`src/rtl/booth4_mul_seq.sv`:
```
// booth4_mul_seq
// ---------------
// Multi-cycle controller that forms a (4*NIB)x(4*NIB) unsigned product by
// time-sharing one external combinational 4x4 unsigned multiplier (radix-4
// Booth partial products plus a 9-bit ripple adder). Each MUL cycle drives
// one nibble pair, then adds the returned 8-bit product into the accumulator,
// shifted into place.
//
// Optional feature (macro BOOTH4_MUL_CHECK_EN):
//   When defined, every MUL cycle compares mul_p with a behavioural
//   mul_a*mul_b. Any mismatch sets the sticky err flag on the next edge.
//   err stays set until reset. Accumulation always uses mul_p.
//   When undefined, err is tied low and no check logic exists.
//
// Handshakes (both sides use plain valid/ready):
//   A transfer happens on a rising edge where valid and ready are both high.
//   The producer holds in_a/in_b with in_valid until the transfer.
//   out_p is held stable while out_valid=1 and out_ready=0.
//   in_ready is high only in IDLE, so no operands are taken in DONE.
//
// Ports:
//   clk, rst_n          clock (rising edge), asynchronous active-low reset
//   in_valid/in_ready   operand handshake; in_a, in_b are W=4*NIB unsigned
//   mul_a, mul_b        nibbles to the shared multiplier (0 outside MUL)
//   mul_p               9-bit combinational product from the multiplier
//   out_valid/out_ready product handshake; out_p is 8*NIB bits
//   busy                high in MUL or DONE
//   err                 sticky datapath-check flag
//   dbg_state           current FSM state (IDLE=0, MUL=1, DONE=2)

module booth4_mul_seq #(
    parameter int NIB = 2  // nibbles per operand, legal range 1..4
) (
    input  logic               clk,
    input  logic               rst_n,
    input  logic               in_valid,
    output logic               in_ready,
    input  logic [4*NIB-1:0]   in_a,
    input  logic [4*NIB-1:0]   in_b,
    output logic [3:0]         mul_a,
    output logic [3:0]         mul_b,
    input  logic [8:0]         mul_p,
    output logic               out_valid,
    input  logic               out_ready,
    output logic [8*NIB-1:0]   out_p,
    output logic               busy,
    output logic               err,
    output logic [1:0]         dbg_state
);

    localparam int W  = 4 * NIB;
    localparam int PW = 8 * NIB;
    localparam logic [3:0] K_LAST = 4'(NIB * NIB - 1);

    typedef enum logic [1:0] {
        IDLE = 2'd0,
        MUL  = 2'd1,
        DONE = 2'd2
    } state_t;

    state_t          state, state_next;
    logic [W-1:0]    a_q, b_q;
    logic [PW-1:0]   acc;
    logic [3:0]      k;
    logic [2:0]      i_idx, j_idx;
    logic [3:0]      shift_nib;
    logic [3:0]      nib_a, nib_b;
    logic [PW-1:0]   term;
    logic            accept;

    // Step k walks the nibbles of a fastest: i = k mod NIB, j = k div NIB.
    assign i_idx     = 3'(k % 4'(NIB));
    assign j_idx     = 3'(k / 4'(NIB));
    assign nib_a     = 4'(a_q >> {i_idx, 2'b00});
    assign nib_b     = 4'(b_q >> {j_idx, 2'b00});
    assign shift_nib = {1'b0, i_idx} + {1'b0, j_idx};
    // Bit 8 of mul_p never contributes to the sum.
    assign term      = PW'(mul_p[7:0]) << {shift_nib, 2'b00};

    assign accept    = (state == IDLE) && in_valid;

    // ---------------- FSM ----------------
    always_ff @(posedge clk or negedge rst_n) begin
        if (!rst_n) begin
            state <= IDLE;
        end else begin
            state <= state_next;
        end
    end

    always_comb begin
        state_next = state;
        in_ready   = 1'b0;
        out_valid  = 1'b0;
        busy       = 1'b0;
        mul_a      = 4'h0;
        mul_b      = 4'h0;
        unique case (state)
            IDLE: begin
                in_ready = 1'b1;
                if (in_valid) state_next = MUL;
            end
            MUL: begin
                busy  = 1'b1;
                mul_a = nib_a;
                mul_b = nib_b;
                if (k == K_LAST) state_next = DONE;
            end
            DONE: begin
                busy      = 1'b1;
                out_valid = 1'b1;
                if (out_ready) state_next = IDLE;
            end
            default: state_next = IDLE;
        endcase
    end

    assign dbg_state = state;

    // ---------------- Datapath ----------------
    always_ff @(posedge clk or negedge rst_n) begin
        if (!rst_n) begin
            a_q <= '0;
            b_q <= '0;
            acc <= '0;
            k   <= '0;
        end else if (accept) begin
            a_q <= in_a;
            b_q <= in_b;
            acc <= '0;
            k   <= '0;
        end else if (state == MUL) begin
            // The multiplier is combinational: its product for the nibbles
            // driven this cycle is taken on this same edge.
            acc <= acc + term;
            k   <= (k == K_LAST) ? 4'h0 : k + 4'h1;
        end
    end

    // acc is only cleared on acceptance, so the last product stays visible
    // in IDLE.
    assign out_p = acc;

`ifdef BOOTH4_MUL_CHECK_EN
    logic [7:0] ref_p;
    logic       err_q;

    assign ref_p = 8'(mul_a) * 8'(mul_b);

    always_ff @(posedge clk or negedge rst_n) begin
        if (!rst_n) begin
            err_q <= 1'b0;
        end else if ((state == MUL) && (mul_p != {1'b0, ref_p})) begin
            err_q <= 1'b1;
        end
    end

    assign err = err_q;
`else
    logic unused_mul_p8;

    assign unused_mul_p8 = mul_p[8];
    assign err           = 1'b0;
`endif

endmodule

```
`config.mk`:
```
export PLATFORM = sky130hd
export DESIGN_NAME = booth4_mul_seq
export DESIGN_NICKNAME = d
export VERILOG_FILES = /design/src/rtl/booth4_mul_seq.sv
export SDC_FILE = /design/constraint.sdc
export NUM_CORES = 1
export LEC_CHECK = 0
export CAP_MARGIN = 20
export CELL_PAD_IN_SITES_DETAIL_PLACEMENT = 1
export CELL_PAD_IN_SITES_GLOBAL_PLACEMENT = 2
export CORE_UTILIZATION = 30
export CTS_BUF_LIST = sky130_fd_sc_hd__clkbuf_4 sky130_fd_sc_hd__clkbuf_8 sky130_fd_sc_hd__clkbuf_16
export DETAILED_ROUTE_END_ITERATION = 8
export PLACE_DENSITY = 0.83
export SYNTH_ARGS = -nofsm -noshare
export SYNTH_HDL_FRONTEND = slang
export SYNTH_SLANG_ARGS = --single-unit
```
`constraint.sdc`:
```
create_clock -name clk -period 4.4 [get_ports clk]
set_clock_uncertainty 0.2 [all_clocks]
set_input_delay 0.88 -clock clk [delete_from_list [all_inputs] [get_ports clk]]
set_output_delay 0.88 -clock clk [all_outputs]
set_load 0.05 [all_outputs]
```
# Word level (Yosys, flattened, before mapping)

Cells that the tools add are included.
W data, S select, Z words.

Register bits after elaboration: 38
Input port bits: 29
Output and inout port bits: 30

Add/subtract/negate cells: 3
Equal/unequal tests: 6
Shift-type cells: 3
Multiplexer cells: 14
Reductions and logical operators: 5

Operators with widths:

| cell                  | count |
|---|---|
| $mux W16              | 2 |
| $mux W4               | 5 |
| $add A16 B16 Y16      | 1 |
| $shl A8 B6 Y16        | 1 |
| $shr A8 B3 Y4         | 1 |
| $shr A8 B5 Y4         | 1 |
| $mux W2               | 3 |
| $ne A2 B2 Y1 const B  | 3 |
| $pmux W2 S3           | 1 |
| $add A1 B3 Y4         | 1 |
| $add A4 B1 Y4 const B | 1 |
| $eq A4 B2 Y1 const B  | 1 |
| $mux W1               | 3 |
| $reduce_and A3 Y1     | 1 |
| $eq A2 B1 Y1 const B  | 1 |
| $eq A2 B2 Y1 const B  | 1 |
| $logic_not A2 Y1      | 1 |
| $reduce_bool A2 Y1    | 1 |
| $reduce_or A2 Y1      | 1 |
| $logic_and A1 B1 Y1   | 1 |

# Logic depth before layout (Yosys ltp)

Word-level depth: 5
Mapped depth: 14

# Least setup slack after synthesis

Ideal clock, no wire load.

Kind: reg-to-output
Start point: reg state[0], in the netlist dbg_state[0]
End point: out mul_b[0]
Arrival time: 2323 ps
Required time: 3320 ps
Setup slack: 997 ps
Cell stages (with the launch flop): 6
Buffers on the path: 2
Cells stage by stage: dfrtp_1 -> ha_1 -> clkbuf_1 -> buf_1 -> nand2_1 -> nor2_1

Word-level cells in the longest chain between the ends: 2

RTL lines:

| item                   | line | source |
|---|---|---|
| start, declared        | 61   | `state_t state, state_next;` |
| start signal, assigned | 87   | `state <= state_next;` |
| $eq A2 B1 Y1           | 98   | `unique case (state)` |
| $mux W4                | 98   |  |
| end, declared          | 41   | `output logic [3:0] mul_b,` |

Every way passes these cells.

# Worst setup path after layout

Start point: reg k[1]
End point: reg acc[14], in the netlist out_p[14]

Word-level cells in the longest chain between the ends: 5

RTL lines:

| item                   | line | source |
|---|---|---|
| start, declared        | 64   | `logic [3:0] k;` |
| start signal, assigned | 136  | `k <= (k == K_LAST) ? 4'h0 : k + 4'h1;` |
| $add A1 B3 Y4          | 76   | `assign shift_nib = {1'b0, i_idx} + {1'b0, j_idx};` |
| $shl A8 B6 Y16         | 78   | `assign term = PW'(mul_p[7:0]) << {shift_nib, 2'b00};` |
| $add A16 B16 Y16       | 135  | `acc <= acc + term;` |
| $mux W16               | 132  | `end else if (state == MUL) begin` |
| $mux W16               | 127  | `end else if (accept) begin` |
| end signal, assigned   | 135  |  |
| end, declared          | 63   | `logic [PW-1:0] acc;` |

Every way passes these cells. The select of a mux whose other input is x is not followed.
A chain may end at the register's enable or synchronous reset.

==> run metrics <==
element type at the critical path end register; Max VDD drop 510 uV; maximum number of pins on one net before global-route repair 39; non-filler instance count after layout 465; number of nets with antenna violations after routing 0; fraction of layout cells with a size suffix above 1 7.50%; data required time at the worst endpoint 4.40 ns; crit path launch type register; share of the synthesized area in the top cell type 36.1%; number of synthesis warnings 0; number of buffers between clock root and the deepest sink 2; number of enable-type register cells in the synthesized netlist 0; Hold Fails Final Rpt 0; sequential element share of the synthesized area 36.1%; Synth Cell Area 0.00263 mm2; final worst-path cycle share 90.0%; ys flop type sky130_fd_sc_hd__dfrtp_1; result of the run complete, no violations; worst slew slack as a fraction of its limit 40.3%; post-CTS setup repair buffer count 0; clock root cell sky130_fd_sc_hd__clkbuf_8; clock latency at the later pin of the worst-skew pair 0.29 ns; total power per unit cell area 855 mW/mm2; Total Die Area 0.00915 mm2; Via density 5.00; proportion of register bits with asynchronous set or reset after synthesis 100%; routability-driven placement congestion ratio 0.779; total placed cells including tap cells 457; static leakage 1.64 nW; Mapped Nets 356; RSZ-0062 raised after global routing false; arrival time reported for the critical path endpoint 3.96 ns; critical-path maximum fanout 7; TritonCTS clock tree yes; R2R setup slack 0.44 ns; height of the die 95.7 um; diode insertion count for antenna repair 0; global-route wire length before repair 11700 um; H-tree Lvls 2; Mean Syn Cell Area 8.60 um2; All-Layer GR Usage 16.7%; Max-cap violations 0; # nets final 409; Tmin final 3.96 ns; number of input and output port buffers inserted 56; Floorplan Core Area 0.00834 mm2; number of instances in the synthesized netlist 306; num ports 59; clock-pin transition on the worst setup and hold timing paths 0.08 ns; setup TNS 0 ns; starting density of the core 31.6%; Pins Over Slew Limit 0; actual slew at the worst max-slew pin 0.895 ns; dominant cell type by area after synthesis sky130_fd_sc_hd__dfrtp_1; start-to-end type of the worst setup path register to register; DP HPWL 5330 um; Avg WL per Cell 15.2 um; Max Fclk 0.252 GHz; row count 33; number of buffers created by CTS 5; post-layout utilization of the core 41.2%; die outline width 95.7 um; total via count in the routed design 2323; number of antenna violations at the first check in global routing 0; class of the tightest hold or removal check register to register; synth top area cells sky130_fd_sc_hd__dfrtp_1 (36%), sky130_fd_sc_hd__nand2_1 (10%), sky130_fd_sc_hd__ha_1 (9.5%), sky130_fd_sc_hd__mux2i_1 (7.6%), sky130_fd_sc_hd__nor2_1 (5.3%); total overflow reported by the global router 0; drt total wl 7060 um; Synth-to-Final Area Change 30.4%; number of distinct library cell variants in the gate-level netlist after synthesis 47; final routed DRC violation total 0; router iterations before antenna repair 4; number of storage elements in the synthesis netlist 38; violation count after the first detailed-routing iteration 75; number of sinks handled by clock tree synthesis 38; via count of the first global-routing pass 2354; Setup Viol. Count Final 0; fill cell total of the finished layout 991
## state kept, by name, summed over array words and instances, names as in the netlist
name	count
k	4
a_q	8
dbg_state	2
out_p	16
b_q	8
## critical path: stages, from the launching register on
cell                       delay [ns]
sky130_fd_sc_hd__dfrtp_1         0.51
sky130_fd_sc_hd__ha_1            0.28
sky130_fd_sc_hd__ha_1            0.36
sky130_fd_sc_hd__nand2b_1        0.23
sky130_fd_sc_hd__nor3b_1         0.11
sky130_fd_sc_hd__and2_1          0.19
sky130_fd_sc_hd__ha_1            0.22
sky130_fd_sc_hd__fa_1            0.42
sky130_fd_sc_hd__a21o_1          0.21
sky130_fd_sc_hd__a221oi_2        0.38
sky130_fd_sc_hd__o21ai_2         0.16
sky130_fd_sc_hd__a221oi_2        0.31
sky130_fd_sc_hd__nor2_1          0.09
sky130_fd_sc_hd__a211oi_1        0.19
## cell usage in the layout (no fill, tap or decap), types with 7 or more instances in the layout
cell type                          n
sky130_fd_sc_hd__a21oi_1          11
sky130_fd_sc_hd__o21ai_0          12
sky130_fd_sc_hd__nand2_1          70
sky130_fd_sc_hd__clkdlybuf4s50_1  55
sky130_fd_sc_hd__inv_1             7
sky130_fd_sc_hd__nand3_1           7
sky130_fd_sc_hd__dfrtp_1          38
sky130_fd_sc_hd__ha_1             20
sky130_fd_sc_hd__mux2i_1          20
sky130_fd_sc_hd__nor2_1           37
## cell type report
| cell class | instances | area, um2 | share of cell area [%] |
|---|---|---|---|
| Multi-Input combinational cell | 248 | 1610 | 46.9 |
| Sequential cell | 38 | 951 | 27.7 |
| Timing Repair Buffer | 59 | 578 | 16.8 |
| Tap cell | 105 | 131 | 3.83 |
| Clock buffer | 5 | 68.8 | 2.00 |
| Clock inverter | 3 | 68.8 | 2.00 |
| Inverter | 7 | 26.3 | 0.765 |
## where the power goes
part | total, mW | leakage, nW | internal [mW] | switching (mW)
combinational | 1.96 | 1.08 | 0.745 | 1.21
clock | 0.368 | 0.0683 | 0.227 | 0.140
sequential | 0.612 | 0.486 | 0.498 | 0.115
total | 2.94 | 1.64 | 1.47 | 1.47
## final timing paths
| kind | startpoint | cells after the start | endpoint |
|---|---|---|---|
| setup / recovery | k[1] | 13 | out_p[14] |
| hold reg to reg | a_q[2] | 2 | a_q[2] |
| setup reg to reg | k[1] | 13 | out_p[14] |
| max in group asynchronous | rst_n | 1 | out_p[5] |
| min in group asynchronous | rst_n | 1 | a_q[1] |
| hold / removal | a_q[2] | 2 | a_q[2] |
## layer usage
layer	track usage [%]	vias to the layer above	share of wire, %
met4	4.23	0	1.2
met1	21.8	1104	48
met3	2.63	8	3.5
met2	28.6	50	47
li1	-	1161	-
met5	0	-	0
## cells by family after synthesis
family,synth area share [%]
adder cells (fa/ha/maj),10.3
buffers and inverters,3.04
other,0.142
flip-flops,36.1
AND/OR/NAND/NOR,21.8
AO/OA/AOI/OAI,15.6
multiplexers,9.32
XOR/XNOR,3.66
## Yosys cell counts (5+ instances only)
library cell               count
sky130_fd_sc_hd__nand2_1      70
sky130_fd_sc_hd__dfrtp_1      38
sky130_fd_sc_hd__nor2_1       37
sky130_fd_sc_hd__ha_1         20
sky130_fd_sc_hd__mux2i_1      20
sky130_fd_sc_hd__o21ai_0      12
sky130_fd_sc_hd__a21oi_1      11
sky130_fd_sc_hd__clkbuf_1     10
sky130_fd_sc_hd__inv_1         7
sky130_fd_sc_hd__nand3_1       7
sky130_fd_sc_hd__and2_1        6
sky130_fd_sc_hd__xnor2_1       6
sky130_fd_sc_hd__a211oi_1      5
sky130_fd_sc_hd__a21o_1        5
sky130_fd_sc_hd__xor2_1        5
## through the flow
step	power [mW]	hold slack (ns)	instance area, um2	setup slack [ns]
global route	3.18	0.301	3430	0.0887
floorplan	2.06	0.245	2630	0.997
global placement	2.54	0.259	3290	0.412
CTS	2.97	0.285	3430	0.290
detailed placement	2.59	0.263	3290	0.343
finish	2.94	0.277	3430	0.439
## what timing repair did
item	CTS	global route
hold buffers	0	0
resized for setup	0	1
setup endpoints to repair	0	1
Power figures use the tool's default switching activity.
